==> src/rtl/mode_counter.sv <==
// Programmable up/down counter with parallel load: +1, -1, -3 or load D per MODO.
// RCO flags wrap/borrow, LOAD flags a parallel load; both are registered one-cycle pulses.
module mode_counter #(
  parameter int WIDTH = 4
) (
  input  logic             clk,
  input  logic             RESET,
  input  logic             ENABLE,
  input  logic [1:0]       MODO,
  input  logic [WIDTH-1:0] D,
  output logic [WIDTH-1:0] Q,
  output logic             RCO,
  output logic             LOAD
);

  typedef enum logic [1:0] {
    S_RST,
    S_HOLD,
    S_COUNT,
    S_LOAD
  } state_t;

  state_t           state_q, state_d;
  logic [WIDTH-1:0] q_q, q_d;
  logic             rco_q, rco_d;
  logic             load_q, load_d;
  logic [WIDTH:0]   sum;

  always_ff @(posedge clk or negedge RESET) begin
    if (!RESET) begin
      state_q <= S_RST;
      q_q     <= '0;
      rco_q   <= 1'b0;
      load_q  <= 1'b0;
    end else begin
      state_q <= state_d;
      q_q     <= q_d;
      rco_q   <= rco_d;
      load_q  <= load_d;
    end
  end

  // The extra top bit of sum is the carry/borrow; it becomes RCO and is dropped from Q.
  always_comb begin
    state_d = state_q;
    q_d     = q_q;
    rco_d   = 1'b0;
    load_d  = 1'b0;
    sum     = '0;
    if (state_q == S_RST) begin
      state_d = S_HOLD;
    end else if (!ENABLE) begin
      state_d = S_HOLD;
    end else begin
      unique case (MODO)
        2'b00: begin
          sum     = {1'b0, q_q} + (WIDTH+1)'(1);
          q_d     = sum[WIDTH-1:0];
          rco_d   = sum[WIDTH];
          state_d = S_COUNT;
        end
        2'b01: begin
          sum     = {1'b0, q_q} - (WIDTH+1)'(1);
          q_d     = sum[WIDTH-1:0];
          rco_d   = sum[WIDTH];
          state_d = S_COUNT;
        end
        2'b10: begin
          sum     = {1'b0, q_q} - (WIDTH+1)'(3);
          q_d     = sum[WIDTH-1:0];
          rco_d   = sum[WIDTH];
          state_d = S_COUNT;
        end
        default: begin
          q_d     = D;
          load_d  = 1'b1;
          state_d = S_LOAD;
        end
      endcase
    end
  end

  assign Q    = q_q;
  assign RCO  = rco_q;
  assign LOAD = load_q;

endmodule

==> config.mk <==
export PLATFORM = sky130hd
export DESIGN_NAME = mode_counter
export DESIGN_NICKNAME = d
export VERILOG_FILES = /design/src/rtl/mode_counter.sv
export SDC_FILE = /design/constraint.sdc
export NUM_CORES = 1
export LEC_CHECK = 0
export ABC_AREA = 1
export ABC_CLOCK_PERIOD_IN_PS = 1200
export BUFFER_PORTS_ARGS = -buffer_cell sky130_fd_sc_hd__buf_2
export CORE_MARGIN = 1
export CORE_UTILIZATION = 40
export DETAILED_ROUTE_END_ITERATION = 10
export GPL_TIMING_DRIVEN = 0
export PLACE_DENSITY_LB_ADDON = 0.08
export RECOVER_POWER = 50
export SLEW_MARGIN = 20
export SYNTH_ARGS = -nofsm -noshare
export SYNTH_HDL_FRONTEND = slang
export SYNTH_SLANG_ARGS = --single-unit
==> constraint.sdc <==
create_clock -name clk -period 1.2 [get_ports clk]
set_clock_uncertainty 0.15 [all_clocks]
set_input_delay 0 -clock clk [delete_from_list [all_inputs] [get_ports clk]]
set_output_delay 0 -clock clk [all_outputs]
set_load 0.005 [all_outputs]
==> impl_metrics.ini <==
[cells_and_area]
nets = 118
diodes = 0
utilization = 0.657
layout-drive-gt1-share = 0.429
area_growth_pct = 53.4
instances_no_fill = 120

[worst_setup_path]
crit_chain = ha_4 > nand2_2 > nand2_1 > nand2_1 > nand3_1 > nand2_1 > nand3_1
critPathLaunchType = register
cp.required_ns = 1.19
path_class = reg2reg
crit_top_cell = nand2_1
crit_path_max_incr_delay_ns = 0.47
crit_family = flip-flops
worst_ep_arrival_time_ns = 1.30
critPathCaptureType = register
critPathBufInv = 0
r2r_cells = 7
cpMaxStageDelayCell = dfrtp_2
cp_num_cells = 7
cp_max_fo = 6

[yosys]
avgSynthCellArea_sq_um = 7.44
synthTopCellsByArea = dfrtp_1 36%, nand2_1 15%, nand3_1 11%
ys.flop_type = dfrtp_1
synthCells = 74
ys_ff_latch = 8
yosys_warnings = 0
synth_common_cells = 22 x nand2_1, 12 x nand3_1, 9 x inv_1
syn-num-nets = 85
netlist_area_sq_um = 551
yosysMostFrequentCell = nand2_1
yosysTopAreaCell = dfrtp_1
synth-edff-count = 0
yosysTopAreaCellShare = 0.364
yosysUniqueCellTypes = 19
synth-seq-area-share = 0.364
ys_async_sr_fraction = 1.00

[cts]
insertion_delay_ns = 0.25
cts_tree = done
htreeDepth = 1
clock_sinks = 8
cts_buffer_depth = 2
cts-buffers-inserted = 3
cts-root-buf = clkbuf_4
clkTransAtPathRegs_ns = 0.05

[hold_path]
holdPathStages = 6
hp-class = in2reg

[flow_run]
cap_violations = 0

[timing]
fin_crit_sh = 1.09
tightest_slew_ns = 0.299
max_freq_mhz = 763
fin_crit_ns = 1.31
drv_slew = 0
rsz0062_at_grt = yes
maxSlewHeadroom = 0.800
finalSetupTns_ns = -0.345
setup_ws_ns = -0.110
setup_viol_count_final = 5
hold_violations = 0

[placed_design]
port_buffers = 14
routabilityCongestion = 0.741
dp_hpwl_um = 960
dp_slack_ns = -0.134
placedCellCount = 103

[floorplanning]
core-area_sq_um = 1280
die_area_sq_um = 1530
die_h_um = 39.1
start_util = 0.428
die_w_um = 39.1
fp-row-count = 13
num_io_pins = 15

[power_and_ir_drop]
power_mw = 1.29
ir_drop_v = 0.000882
p_leak_nw = 0.412
p_per_area_nw_per_um2 = 1520

[run_status]
status = finished with violations
failed_checks = setup timing

[global_routing]
globalRouteTotalUtil = 0.216
antenna_found_initial = 0
grt_first_pass_wirelength_mm = 2.21
grt_pass1_vias = 516
gr-total-overflow = 0
grt_max_degree = 9

[detailed_routing]
drtPass1Iterations = 4
drt_iter0_markers = 9
vias = 593
drt-total-wl_mm = 1.41
drt-vias-per-instance = 4.94
drc = 0
drtAntennaViolNets = 0
post_drt_wl_per_cell_um = 11.7
[what timing repair did]
action | in CTS | in global routing
gates resized for setup | 4 | 4
pin swaps | 2 | 6
setup buffers | 4 | 1
setup endpoints to repair | 5 | 5
hold endpoints to repair | 16 | 0
hold buffers | 9 | 0
[flip-flops by register name, indices dropped and copies added, names as in the netlist]
name and count:
Q 4, RCO 1, LOAD 1, state_q 2
[cell families after synthesis]
family / after synthesis / synth area share
fa+ha+maj: 2 / 0.0454
compound gates: 8 / 0.123
flops: 8 / 0.364
buf+inv: 13 / 0.102
simple gates: 43 / 0.366
[metal layers]
metal / track usage / up-vias / wire (um)
li1: - / 302 / -
met1: 0.277 / 280 / 665
met2: 0.371 / 11 / 703
met3: 0.0520 / 0 / 40
met4: 0.0259 / 0 / 0
met5: 0 / - / 0
[metrics by stage]
stage               area, sq um  hold WS [ns]
global route                845        0.0765
global placement            669        -0.300
CTS                         828        0.0478
finish                      845        0.0542
detailed placement          669        -0.295
floorplan                   581        -0.446
[final timing paths]
kind | slack, ns | endpoint | start
setup reg to reg | -0.11 | Q[2]$_DFFE_PN0P_ | Q[0]$_DFFE_PN0P_
hold reg to reg | 0.48 | state_q[1]$_DFF_PN0_ | state_q[1]$_DFF_PN0_
min in group asynchronous | 0.53 | state_q[0]$_DFF_PN0_ | RESET
setup / recovery | -0.11 | Q[2]$_DFFE_PN0P_ | Q[0]$_DFFE_PN0P_
max in group asynchronous | 0.17 | Q[0]$_DFFE_PN0P_ | RESET
hold / removal | 0.05 | RCO$_DFF_PN0_ | MODO[1]
[cell usage in the layout, fill, tap and decap left out, drive strengths merged]
master	Yosys	final
o211ai	1	1
nand4	2	2
dlygate4sd3	0	9
o21ai	4	4
buf	1	17
clkbuf	0	6
nor2	5	5
dfrtp	8	8
inv	12	12
ha	2	2
a21oi	2	2
nand2	24	24
nand3	12	12
a22oi	1	1
[where the power goes]
| group | total (mW) | internal, mW | leakage, nW | switching (mW) |
|---|---|---|---|---|
| clock network | 0.212 | 0.115 | 0.0138 | 0.0968 |
| registers | 0.405 | 0.323 | 0.0967 | 0.0820 |
| logic | 0.670 | 0.333 | 0.302 | 0.337 |
| total | 1.29 | 0.771 | 0.412 | 0.516 |
[worst min-delay path, cell delays in order]
cell	delay, ns
buf_2	0.08
inv_1	0.05
nand2_1	0.09
o21ai_2	0.07
nand3_1	0.08
a21oi_2	0.05
[layout make-up]
class	instances	area (sq um)
inverters	12	50.0
clock buffers	3	22.5
plain buffers	1	11.3
fillers	114	440
repair buffers	28	203
multi-input cells	53	337
well taps	15	18.8
flip-flops and latches	8	203
No activity file was read; power rests on OpenSTA's default activity.
